$ cat config.mk
export PLATFORM = sky130hd
export DESIGN_NAME = alu_mdu_cu_flat
export DESIGN_NICKNAME = d
export VERILOG_FILES = /design/src/rtl/alu_mdu_cu_pkg.sv /design/src/rtl/alu_mdu_cu_if.sv /design/src/rtl/alu_mdu_cu_mdu_iter.sv /design/src/rtl/alu_mdu_cu.sv /design/src/flat_wrapper.sv
export SDC_FILE = /design/constraint.sdc
export NUM_CORES = 1
export LEC_CHECK = 0
export BUFFER_PORTS_ARGS = -buffer_cell sky130_fd_sc_hd__buf_2
export CORE_MARGIN = 5
export CORE_UTILIZATION = 35
export DETAILED_ROUTE_END_ITERATION = 16
export GPL_ROUTABILITY_DRIVEN = 0
export PLACE_DENSITY_LB_ADDON = 0.15
export SLEW_MARGIN = 20
export SYNTH_ARGS = -nofsm -noshare
export SYNTH_HDL_FRONTEND = slang
export SYNTH_SLANG_ARGS = --single-unit
$ cat constraint.sdc
create_clock -name clk -period 3.3 [get_ports clk]
set_input_delay 0.495 -clock clk [delete_from_list [all_inputs] [get_ports clk]]
set_output_delay 0.495 -clock clk [all_outputs]
set_load 0.005 [all_outputs]
$ cat src/rtl/alu_mdu_cu_pkg.sv
// Shared definitions for the ALU control unit and its multiply/divide unit:
// ALU control codes, alu_op encodings, function codes and the MDU state enum.
// Optional macro ALU_MDU_SIGNED_EN adds the signed MULT/DIV functions.
package alu_cu_pkg;

    localparam logic [2:0] ALU_AND = 3'b000;
    localparam logic [2:0] ALU_OR  = 3'b001;
    localparam logic [2:0] ALU_ADD = 3'b010;
    localparam logic [2:0] ALU_SUB = 3'b011;
    localparam logic [2:0] ALU_SLT = 3'b111;
    localparam logic [2:0] ALU_NOP = 3'b100;

    localparam logic [1:0] ALUOP_MEM   = 2'b00;
    localparam logic [1:0] ALUOP_BEQ   = 2'b01;
    localparam logic [1:0] ALUOP_RTYPE = 2'b10;
    localparam logic [1:0] ALUOP_SLTI  = 2'b11;

    localparam logic [5:0] FUNC_AND   = 6'b000001;
    localparam logic [5:0] FUNC_OR    = 6'b000010;
    localparam logic [5:0] FUNC_ADD   = 6'b000100;
    localparam logic [5:0] FUNC_SUB   = 6'b001000;
    localparam logic [5:0] FUNC_SLT   = 6'b010000;
    localparam logic [5:0] FUNC_MULTU = 6'b100000;
    localparam logic [5:0] FUNC_DIVU  = 6'b100010;
    localparam logic [5:0] FUNC_MULT  = 6'b100001;
    localparam logic [5:0] FUNC_DIV   = 6'b100011;

    typedef enum logic [1:0] {
        S_IDLE = 2'b00,
        S_MUL  = 2'b01,
        S_DIV  = 2'b10,
        S_DONE = 2'b11
    } mdu_state_e;

    // True for every function code that launches the multiply/divide unit.
    function automatic logic is_mdu_func(input logic [5:0] f);
`ifdef ALU_MDU_SIGNED_EN
        return (f == FUNC_MULTU) || (f == FUNC_DIVU) || (f == FUNC_MULT) || (f == FUNC_DIV);
`else
        return (f == FUNC_MULTU) || (f == FUNC_DIVU);
`endif
    endfunction

    // Selects the divide iteration; only consulted when an MDU op starts.
    function automatic logic is_div_func(input logic [5:0] f);
        return (f == FUNC_DIVU) || (f == FUNC_DIV);
    endfunction

endpackage

$ cat src/rtl/alu_mdu_cu_if.sv
// Instruction/result bus between the multicycle controller and alu_mdu_cu.
interface alu_mdu_cu_if #(parameter int WIDTH = 32);
    import alu_cu_pkg::*;

    logic [1:0]       alu_op;
    logic [5:0]       func;
    logic             valid;
    logic [WIDTH-1:0] a;
    logic [WIDTH-1:0] b;
    logic [2:0]       ALUcontrol;
    logic             busy;
    logic             stall;
    logic             done;
    logic             div0;
    logic [WIDTH-1:0] hi;
    logic [WIDTH-1:0] lo;

    modport master (
        output alu_op, func, valid, a, b,
        input  ALUcontrol, busy, stall, done, div0, hi, lo
    );

    modport slave (
        input  alu_op, func, valid, a, b,
        output ALUcontrol, busy, stall, done, div0, hi, lo
    );

endinterface

$ cat src/rtl/alu_mdu_cu_mdu_iter.sv
// Iterative datapath of the MDU: operand, 2*WIDTH accumulator and iteration
// counter. Multiply is shift-add (multiplier LSB first, held in the low half);
// divide is restoring (remainder in the high half, quotient shifted into the
// low half MSB first). res_hi_o/res_lo_o show the accumulator after this step.
module mdu_iter
    import alu_cu_pkg::*;
#(
    parameter  int WIDTH = 32,
    localparam int CNT_W = $clog2(WIDTH + 1)
) (
    input  logic             clk,
    input  logic             rst,
    input  logic             load_i,
    input  logic             step_i,
    input  logic             div_i,
    input  logic [WIDTH-1:0] opa_i,
    input  logic [WIDTH-1:0] opb_i,
    output logic [CNT_W-1:0] count_o,
    output logic [WIDTH-1:0] res_hi_o,
    output logic [WIDTH-1:0] res_lo_o,
    output logic             opnd_zero_o
);

    logic [2*WIDTH-1:0] acc_q;
    logic [WIDTH-1:0]   opnd_q;
    logic [CNT_W-1:0]   count_q;

    logic [WIDTH:0]     sum;
    logic [WIDTH:0]     shifted;
    logic               ge;
    logic [WIDTH-1:0]   rem_nxt;
    logic [2*WIDTH-1:0] step_nxt;

    // One multiply or divide iteration computed from the current accumulator.
    always_comb begin
        sum      = {1'b0, acc_q[2*WIDTH-1:WIDTH]} + {1'b0, (acc_q[0] ? opnd_q : {WIDTH{1'b0}})};
        shifted  = {acc_q[2*WIDTH-1:WIDTH], acc_q[WIDTH-1]};
        ge       = (shifted >= {1'b0, opnd_q});
        // The true difference is always below 2^WIDTH, so a WIDTH-bit subtract suffices.
        rem_nxt  = ge ? (shifted[WIDTH-1:0] - opnd_q) : shifted[WIDTH-1:0];
        step_nxt = div_i ? {rem_nxt, acc_q[WIDTH-2:0], ge} : {sum, acc_q[WIDTH-1:1]};
    end

    // Operand and accumulator: loaded at accept, updated once per iteration.
    always_ff @(posedge clk) begin
        if (load_i) begin
            acc_q  <= {{WIDTH{1'b0}}, (div_i ? opa_i : opb_i)};
            opnd_q <= div_i ? opb_i : opa_i;
        end else if (step_i) begin
            acc_q  <= step_nxt;
        end
    end

    // Iteration counter: WIDTH at accept, last iteration runs when it reads 1.
    always_ff @(posedge clk) begin
        if (rst) begin
            count_q <= '0;
        end else if (load_i) begin
            count_q <= CNT_W'(WIDTH);
        end else if (step_i) begin
            count_q <= count_q - CNT_W'(1);
        end
    end

    assign count_o     = count_q;
    assign res_hi_o    = step_nxt[2*WIDTH-1:WIDTH];
    assign res_lo_o    = step_nxt[WIDTH-1:0];
    assign opnd_zero_o = (opnd_q == '0);

endmodule

$ cat src/rtl/alu_mdu_cu.sv
// ALU control unit: combinational alu_op/func decode plus the FSM that drives
// the iterative multiply/divide unit and holds the HI/LO result registers.
// Optional macro ALU_MDU_SIGNED_EN enables signed MULT/DIV with sign fix-up.
module alu_mdu_cu
    import alu_cu_pkg::*;
#(
    parameter int WIDTH = 32
) (
    input logic        clk,
    input logic        rst,
    alu_mdu_cu_if.slave bus
);

    localparam int CNT_W = $clog2(WIDTH + 1);

    mdu_state_e       state_q, state_d;
    logic [WIDTH-1:0] hi_q, hi_d, lo_q, lo_d;
    logic             div0_q, div0_d;
    logic             mdu_req, start, load, step, div_mode, finish;
    logic [WIDTH-1:0] opa, opb, res_hi, res_lo;
    logic [CNT_W-1:0] count;
    logic             opnd_zero;

    function automatic logic [2:0] alu_decode(input logic [1:0] op, input logic [5:0] f);
        logic [2:0] ctl;
        ctl = ALU_NOP;
        case (op)
            ALUOP_MEM:  ctl = ALU_ADD;
            ALUOP_BEQ:  ctl = ALU_SUB;
            ALUOP_SLTI: ctl = ALU_SLT;
            default: begin
                case (f)
                    FUNC_AND: ctl = ALU_AND;
                    FUNC_OR:  ctl = ALU_OR;
                    FUNC_ADD: ctl = ALU_ADD;
                    FUNC_SUB: ctl = ALU_SUB;
                    FUNC_SLT: ctl = ALU_SLT;
                    default:  ctl = ALU_NOP;
                endcase
            end
        endcase
        return ctl;
    endfunction

    assign mdu_req        = bus.valid && (bus.alu_op == ALUOP_RTYPE) && is_mdu_func(bus.func);
    assign start          = mdu_req && (state_q == S_IDLE);
    assign bus.ALUcontrol = alu_decode(bus.alu_op, bus.func);
    assign bus.busy       = (state_q == S_MUL) || (state_q == S_DIV);
    assign bus.stall      = mdu_req && (state_q != S_IDLE);
    assign bus.done       = (state_q == S_DONE);
    assign bus.div0       = div0_q;
    assign bus.hi         = hi_q;
    assign bus.lo         = lo_q;
    assign finish         = bus.busy && (count == CNT_W'(1));
    assign div_mode       = (state_q == S_IDLE) ? is_div_func(bus.func) : (state_q == S_DIV);

`ifdef ALU_MDU_SIGNED_EN
    logic sgn_op, neg_a, neg_b, neg_res_q, neg_rem_q;

    assign sgn_op = (bus.func == FUNC_MULT) || (bus.func == FUNC_DIV);
    assign neg_a  = sgn_op && bus.a[WIDTH-1];
    assign neg_b  = sgn_op && bus.b[WIDTH-1];
    assign opa    = neg_a ? -bus.a : bus.a;
    assign opb    = neg_b ? -bus.b : bus.b;

    // Result signs captured at accept; the iteration itself works on magnitudes.
    always_ff @(posedge clk) begin
        if (load) begin
            neg_res_q <= neg_a ^ neg_b;
            neg_rem_q <= neg_a;
        end
    end
`else
    assign opa = bus.a;
    assign opb = bus.b;
`endif

    // State register.
    always_ff @(posedge clk) begin
        if (rst) state_q <= S_IDLE;
        else     state_q <= state_d;
    end

    // Next-state and iteration controls; requests outside IDLE are dropped.
    always_comb begin
        state_d = state_q;
        load    = 1'b0;
        step    = 1'b0;
        case (state_q)
            S_IDLE: begin
                if (start) begin
                    load    = 1'b1;
                    state_d = is_div_func(bus.func) ? S_DIV : S_MUL;
                end
            end
            S_MUL, S_DIV: begin
                step = 1'b1;
                if (count == CNT_W'(1)) state_d = S_DONE;
            end
            default: state_d = S_IDLE;
        endcase
    end

    // Final result with sign fix-up, captured on the edge that enters DONE.
    always_comb begin
        hi_d   = res_hi;
        lo_d   = res_lo;
        div0_d = 1'b0;
        if (state_q == S_DIV) begin
            div0_d = opnd_zero;
`ifdef ALU_MDU_SIGNED_EN
            if (neg_res_q && !opnd_zero) lo_d = -res_lo;
            if (neg_rem_q)               hi_d = -res_hi;
        end else if (neg_res_q) begin
            {hi_d, lo_d} = -{res_hi, res_lo};
`endif
        end
    end

    // HI/LO/div0 hold between completions.
    always_ff @(posedge clk) begin
        if (rst) begin
            hi_q   <= '0;
            lo_q   <= '0;
            div0_q <= 1'b0;
        end else if (finish) begin
            hi_q   <= hi_d;
            lo_q   <= lo_d;
            div0_q <= div0_d;
        end
    end

    mdu_iter #(.WIDTH(WIDTH)) u_iter (
        .clk         (clk),
        .rst         (rst),
        .load_i      (load),
        .step_i      (step),
        .div_i       (div_mode),
        .opa_i       (opa),
        .opb_i       (opb),
        .count_o     (count),
        .res_hi_o    (res_hi),
        .res_lo_o    (res_lo),
        .opnd_zero_o (opnd_zero)
    );

endmodule

$ cat src/flat_wrapper.sv
// flat-port wrapper written by rule: the top's interface ports become plain ports
module alu_mdu_cu_flat import alu_cu_pkg::*;
#(
    parameter int WIDTH = 32
)
  (clk, rst, bus_alu_op, bus_func, bus_valid, bus_a, bus_b, bus_ALUcontrol, bus_busy, bus_stall, bus_done, bus_div0, bus_hi, bus_lo);
  alu_mdu_cu_if #(.WIDTH(WIDTH)) bus_i ();
  input logic clk;
  input logic rst;
  input wire logic [$bits(bus_i.alu_op)-1:0] bus_alu_op;
  input wire logic [$bits(bus_i.func)-1:0] bus_func;
  input wire logic [$bits(bus_i.valid)-1:0] bus_valid;
  input wire logic [$bits(bus_i.a)-1:0] bus_a;
  input wire logic [$bits(bus_i.b)-1:0] bus_b;
  output wire logic [$bits(bus_i.ALUcontrol)-1:0] bus_ALUcontrol;
  output wire logic [$bits(bus_i.busy)-1:0] bus_busy;
  output wire logic [$bits(bus_i.stall)-1:0] bus_stall;
  output wire logic [$bits(bus_i.done)-1:0] bus_done;
  output wire logic [$bits(bus_i.div0)-1:0] bus_div0;
  output wire logic [$bits(bus_i.hi)-1:0] bus_hi;
  output wire logic [$bits(bus_i.lo)-1:0] bus_lo;
  assign bus_i.alu_op = bus_alu_op;
  assign bus_i.func = bus_func;
  assign bus_i.valid = bus_valid;
  assign bus_i.a = bus_a;
  assign bus_i.b = bus_b;
  assign bus_ALUcontrol = bus_i.ALUcontrol;
  assign bus_busy = bus_i.busy;
  assign bus_stall = bus_i.stall;
  assign bus_done = bus_i.done;
  assign bus_div0 = bus_i.div0;
  assign bus_hi = bus_i.hi;
  assign bus_lo = bus_i.lo;
  alu_mdu_cu #(.WIDTH(WIDTH)) u_core (.clk(clk), .rst(rst), .bus(bus_i));
endmodule
; Word-level counts from Yosys, hierarchy flattened
; Cells that the tools add are included.
[totals]
ff_bits = 169
out_inout_bits = 71
wordCells = 66
[classes]
reduce_logical = 16
n_lt_le_gt_ge = 1
n_addsub = 3
eq_ne = 17
mux = 20
[op_table]
columns = operator, count
row1 = $mux 32, 6
row2 = $mux 64, 1
row3 = $add 32x32->33, 1
row4 = $ge 33x32->1, 1
row5 = $logic_not 32->1, 1
row6 = $sub 32x32->32, 1
row7 = $eq 6x6->1 const B, 3
row8 = $pmux 3 s5, 1
row9 = $eq 6x1->1 const B, 2
row10 = $mux 6, 2
row11 = $pmux 3 s3, 1
row12 = $eq 2x2->1 const B, 4
row13 = $eq 6x2->1 const B, 1
row14 = $eq 6x3->1 const B, 1
row15 = $eq 6x4->1 const B, 1
row16 = $eq 6x5->1 const B, 1
row17 = $mux 2, 3
row18 = $sub 6x1->6 const B, 1
row19 = $logic_and 1x1->1, 5
row20 = $mux 1, 5
row21 = $eq 2x1->1 const B, 2
row22 = $logic_not 2->1, 2
row23 = $ne 2x1->1 const B, 2
row24 = $pmux 2 s2, 1
row25 = other kinds (4), 8

; Longest topological paths before layout
[logic_depth]
word_depth = 7
mapped_depth = 15

; Hierarchy
; A second synthesis with hierarchy kept.
[unflattened]
cells_unflattened = 1424
area_unflattened_um2 = 11989.0
[modules_own_cells]
columns = mod, area_per_inst_um2, instances, seq_area_each_um2, cells_each
row1 = mdu_iter, 9364.0, 1, 2682.6, 1092
row2 = alu_mdu_cu, 2625.0, 1, 1341.3, 332

; Worst setup path after synthesis
; Ideal clock, no wire load.
[synth_path]
path_type = input -> register
startpoint = input port bus_func[4]
endpoint = register u_core.u_iter.opnd_q[0], enable pin
path_buffers = 4
t_arrival_ps = 3002
setup_slack_ps = -111
required_ps = 2891
cell_stages = 8
path_cell_list = clkbuf_1 > nor4_1 > nand4_1 > or2_2 > clkbuf_1 > clkinv_1 > clkbuf_1 > clkbuf_1
[synth_via]
elab_chain_cells = 6
elab_cells_between_ends = 7
cone_classes = 2 x eq/ne / 2 x mux / 3 x reduce/logical
[synth_lines]
columns = element, line
row1 = "start, declared", flat_wrapper.sv:11  ; input wire logic [$bits(bus_i.func)-1:0] bus_func;
row2 = $eq 6x6->1, alu_mdu_cu_pkg.sv:40  ; return (f == FUNC_MULTU) || (f == FUNC_DIVU);
row3 = $logic_or 1x1->1 (*), alu_mdu_cu_pkg.sv:40
row4 = $logic_and 1x1->1 (*), alu_mdu_cu.sv:45  ; assign mdu_req = bus.valid && (bus.alu_op == ALUOP_RTYPE) && is_mdu_func(bus.func);
row5 = $logic_and 1x1->1 (*), alu_mdu_cu.sv:46  ; assign start = mdu_req && (state_q == S_IDLE);
row6 = $mux 1 (*), alu_mdu_cu.sv:91  ; if (start) begin
row7 = $mux 1 (*), alu_mdu_cu.sv:89  ; case (state_q)
row8 = net u_core.load, alu_mdu_cu.sv:19  ; logic mdu_req, start, load, step, div_mode, finish;
row9 = "end signal, assigned", alu_mdu_cu_mdu_iter.sv:48  ; opnd_q <= div_i ? opb_i : opa_i;
row10 = "end, declared", alu_mdu_cu_mdu_iter.sv:25  ; logic [WIDTH-1:0] opnd_q;
; Mark *: on every way through the listed nets, which the timed path passes. The rest lies on a longest branch.
; A chain may end at the register's enable or synchronous reset.

; Worst setup path after layout
[layout_path]
startpoint = register u_core.u_iter.acc_q[0]
endpoint = register u_core.hi_q[29] (netlist: u_core.bus.hi[29])
[layout_via]
elab_chain_cells = 3
[layout_lines]
columns = element, line
row1 = "start, declared", alu_mdu_cu_mdu_iter.sv:24  ; logic [2*WIDTH-1:0] acc_q;
row2 = "start signal, assigned", alu_mdu_cu_mdu_iter.sv:47  ; acc_q <= {{WIDTH{1'b0}}, (div_i ? opa_i : opb_i)};
row3 = "start signal, assigned", alu_mdu_cu_mdu_iter.sv:50  ; acc_q <= step_nxt;
row4 = $mux 32, alu_mdu_cu_mdu_iter.sv:36  ; sum = {1'b0, acc_q[2*WIDTH-1:WIDTH]} + {1'b0, (acc_q[0] ? opnd_q : {WIDTH{1'b0}})};
row5 = $add 32x32->33, alu_mdu_cu_mdu_iter.sv:36
row6 = $mux 64, alu_mdu_cu_mdu_iter.sv:41  ; step_nxt = div_i ? {rem_nxt, acc_q[WIDTH-2:0], ge} : {sum, acc_q[WIDTH-1:1]};
row7 = "end signal, assigned", alu_mdu_cu.sv:127  ; hi_q <= hi_d;
row8 = "end, declared", alu_mdu_cu.sv:17  ; logic [WIDTH-1:0] hi_q, hi_d, lo_q, lo_d;
; Every way passes these cells.

==> qor.json <==
{
  "final_layout": {
    "syn_to_layout_area_delta_pct": 25.81,
    "finalNetCount": 1847,
    "drive_above_1_share_pct": 24.45,
    "postLayoutCoreUtil_pct": 44.30,
    "regArea_um2": 4024,
    "footprint_of_the_multi_input_gates_um2": 7510,
    "num-fill-cells": 3463,
    "stdcell_area_um2": 14780
  },
  "power": {
    "power_mw": 11.95,
    "p_leak_nw": 6.440,
    "vdd_ir_drop_max_mv": 0.4730,
    "power_per_cell_area_nw_per_um2": 808.3
  },
  "cts": {
    "max-clock-path-buffers": 2,
    "cts_htree_levels": 4,
    "clock-sinks": 169,
    "cts_tree": "built",
    "ctsRootBufferMaster": "sky130_fd_sc_hd__clkbuf_16",
    "clk_latency_ns": 0.46,
    "path_clk_slew_ns": 0.08,
    "cts_inserted_buffers": 17
  },
  "route": {
    "wl_mm": 42.87,
    "ant_nets": 0,
    "vias": 12010,
    "dr.pass1.iters": 5,
    "post_drt_via_cell_ratio": 5.551,
    "route.detailed.drc": 0,
    "detail_route.iter0.violations": 1112,
    "post_drt_wl_per_cell_um": 19.82
  },
  "timing": {
    "maxClockFrequency_mhz": 305.5,
    "finalSetupViolCount": 0,
    "drv_slew": 0,
    "rsz_0062_raised_after_global_routing": "true",
    "worst_max_slew_margin_expressed_relative_to_the_limit_pct": 43.83,
    "fin_tns_setup_ns": 0,
    "whs_ns": 0.3148,
    "share_of_the_cycle_needed_by_the_critical_path_after_routing_pct": 99.19,
    "worst_slew_pin_slew_ns": 0.8402,
    "worst_clock_skew_ns": 0.01935,
    "fin_crit_ns": 3.273,
    "timing.final.hold_violations": 0
  },
  "global_routing": {
    "groute.usage.overall_pct": 22.09,
    "antenna_found_initial": 5,
    "overflow": 0,
    "maximum_number_of_pins_on_one_net_before_global_route_repair": 88,
    "first_pass_grt_wire_length_mm": 66.36,
    "globalRouteMet2Util_pct": 34.09,
    "gr-usage-met1_pct": 31.74,
    "grt_use_met3_pct": 3.896,
    "via_count_of_the_first_global_routing_pass": 11450,
    "globalRoute.busiestLayer": "met2"
  },
  "worst_hold_path": {
    "worst_hold_path.endpoint": "u_core.u_iter.opnd_q[28]",
    "timing.hold.worst_path_depth": 3,
    "hp-start": "bus_b[28]",
    "hp-class": "input port to flip-flop"
  },
  "flow_run": {
    "drv_cap": 0
  },
  "setup_path": {
    "cp-end-kind": "flip-flop",
    "reg2reg_setup_slack_ns": 0.03,
    "worstReg2RegEnd": "u_core.bus.hi[29]",
    "critical_path.startpoint_type": "flip-flop",
    "worstPathMaxFanout": 4,
    "critical_path_arrival_ns": 3.66,
    "cpPeakStageDelay_ns": 0.47,
    "timing.reg2reg.worst_path_depth": 13,
    "crit_chain": "buf_6, and2_4, ha_4, a21oi_4, o211ai_1, a221o_1, o311a_1, a211o_4, a31oi_4, o21ai_2, xnor2_1, a22o_1, a211oi_2",
    "cp_slowest_cell": "sky130_fd_sc_hd__edfxtp_1",
    "r2r_start": "u_core.u_iter.acc_q[0]",
    "critPathKind": "flip-flop to flip-flop",
    "timing.critical_path.required_ns": 3.69
  },
  "synth": {
    "post_synthesis_register_bit_count": 169,
    "yosysSeqAreaShare_pct": 34.25,
    "synth-edff-count": 64,
    "synth_largest_area_cell": "sky130_fd_sc_hd__dfxtp_1",
    "synth_cell_type_count": 85,
    "mappedNetlistNets": 1632,
    "synth_top_cells_by_area": "sky130_fd_sc_hd__dfxtp_1 18%, sky130_fd_sc_hd__edfxtp_1 16%, sky130_fd_sc_hd__nand2_1 9.7%",
    "post_synth_most_frequent_cells": "305 x sky130_fd_sc_hd__nand2_1, 106 x sky130_fd_sc_hd__a21oi_1, 105 x sky130_fd_sc_hd__dfxtp_1",
    "postSynthAreaPerCell_um2": 7.905,
    "synth_warnings": 0,
    "leading_cell_type_by_number_of_instances_after_synthesis": "sky130_fd_sc_hd__nand2_1",
    "synth_area_um2": 11750,
    "yosys.area.top_type_share_pct": 17.89,
    "postSynth.topFlopCell": "sky130_fd_sc_hd__dfxtp_1",
    "synthCells": 1486,
    "async_flop_share_pct": 0
  },
  "placed_design": {
    "buffers_added_on_ports": 145,
    "place_area_um2": 13770,
    "post-dp-hpwl_mm": 32.08
  },
  "die": {
    "top_level_ports": 146,
    "effective_utilization_at_floorplan_pct": 35.21,
    "die_y_um": 193.2,
    "die_span_in_x_um": 193.2,
    "floorplan.core_area_um2": 33360,
    "row_count": 67,
    "die-area_um2": 37330
  },
  "run_status": {
    "status": "finished clean"
  }
}
==> layout by cell type (no fill, tap or decap), drive strengths merged, types with 3 or more instances in the layout <==
cell type    n
ha          69
nor3        19
and2        38
mux2i        3
o21ai       76
or3          5
or2          4
dfxtp      105
nand2      305
a31oi       46
nor3b        3
nand4       18
edfxtp      64
nor2b        8
nand3b      10
nor2       103
a211oi      20
nor4        14
o21bai       7
o31ai        6
a21oi      108
and3        35
buf        293
a22o         4
nand3       49
clkinv       7
a21o        37
nand2b       7
a21boi       3
a31o         5
xor2        26
xnor2       35
o211ai      17
inv         59
clkbuf      17
mux2         8
a311oi      33
a211o        4
==> registers in the layout (all words and copies together) (netlist names) <==
register and cells:
u_core.u_iter.acc_q 64, u_core.bus.hi 32, u_core.bus.lo 32, u_core.u_iter.opnd_q 32
u_core.u_iter.count_o 6, u_core.state_q 2, u_core.bus.div0 1
==> power by group <==
group	internal, mW	leakage, nW	switching, mW
registers	2.62	1.43	0.365
logic	2.98	4.73	3.93
clock network	1.01	0.278	1.04
total	6.61	6.44	5.34
==> kinds of logic (layout without fill, tap and decap cells) <==
group / count (synthesis) / after routing / share of synthesized area [%]
adders and majority gates: 71 / 71 / 7.690
and+or+nand+nor: 623 / 623 / 24.21
xor gates and xnor gates: 61 / 61 / 4.548
other: 0 / 1 / 0
muxes: 12 / 12 / 1.310
DFF: 169 / 169 / 34.25
buffers and inverters: 150 / 378 / 5.016
AOI/OAI and AO/OA: 400 / 400 / 22.97
==> worst max-delay path: cells and delay by family, from the launching register on <==
family / cells / cell delay (ns)
AOI/OAI and AO/OA: 9 / 2.02
DFF: 1 / 0.47
adders and majority gates: 1 / 0.26
buffers and inverters: 1 / 0.17
and+or+nand+nor: 1 / 0.16
xor gates and xnor gates: 1 / 0.12
==> final cells by class <==
| cell class | instances | area share [%] |
|---|---|---|
| Tap cell | 448 | 3.793 |
| Multi-Input combinational cell | 1167 | 50.81 |
| Antenna cell | 1 | 0.01693 |
| Sequential cell | 169 | 27.23 |
| Inverter | 53 | 1.346 |
| Clock buffer | 17 | 2.878 |
| Timing Repair Buffer | 293 | 12.87 |
| Clock inverter | 15 | 1.058 |
==> what timing repair did <==
item / 4_1_cts / 5_1_grt
setup buffers: 2 / 8
hold buffers: 0 / 0
endpoints found under the setup margin: 18 / 49
pin swaps: 5 / 27
gates resized for setup: 14 / 60
endpoints found under the hold margin: 0 / 0
==> how the worst max path moves through the flow <==
stage	from	to	slack, ns	cells past startpoint
2_1_floorplan	u_core.u_iter.acc_q[0]	u_core.bus.hi[29]	0.03	14
3_3_place_gp	u_core.u_iter.acc_q[0]	u_core.bus.hi[24]	-0.11	14
3_5_place_dp	u_core.u_iter.acc_q[0]	u_core.bus.hi[24]	-0.11	14
4_1_cts	u_core.u_iter.acc_q[0]	u_core.bus.hi[29]	0.002	13
5_1_grt	u_core.u_iter.acc_q[0]	u_core.bus.hi[27]	-0.07	13
6_report	u_core.u_iter.acc_q[0]	u_core.bus.hi[29]	0.03	13
==> per-layer routing <==
metal / wire [um] / vias up
met1: 20310 / 5762
li1: - / 5770
met3: 2703 / 59
met5: 42 / -
met2: 18820 / 407
met4: 988 / 8
==> stage by stage <==
step                instances  setup slack [ns]
global route             2162          -0.07388
detailed placement       2120           -0.1077
global placement         2120           -0.1116
CTS                      2154          0.001514
finish                   2163           0.02670
floorplan                1486           0.03379
Note: power is estimated with default switching activity, not from simulation.
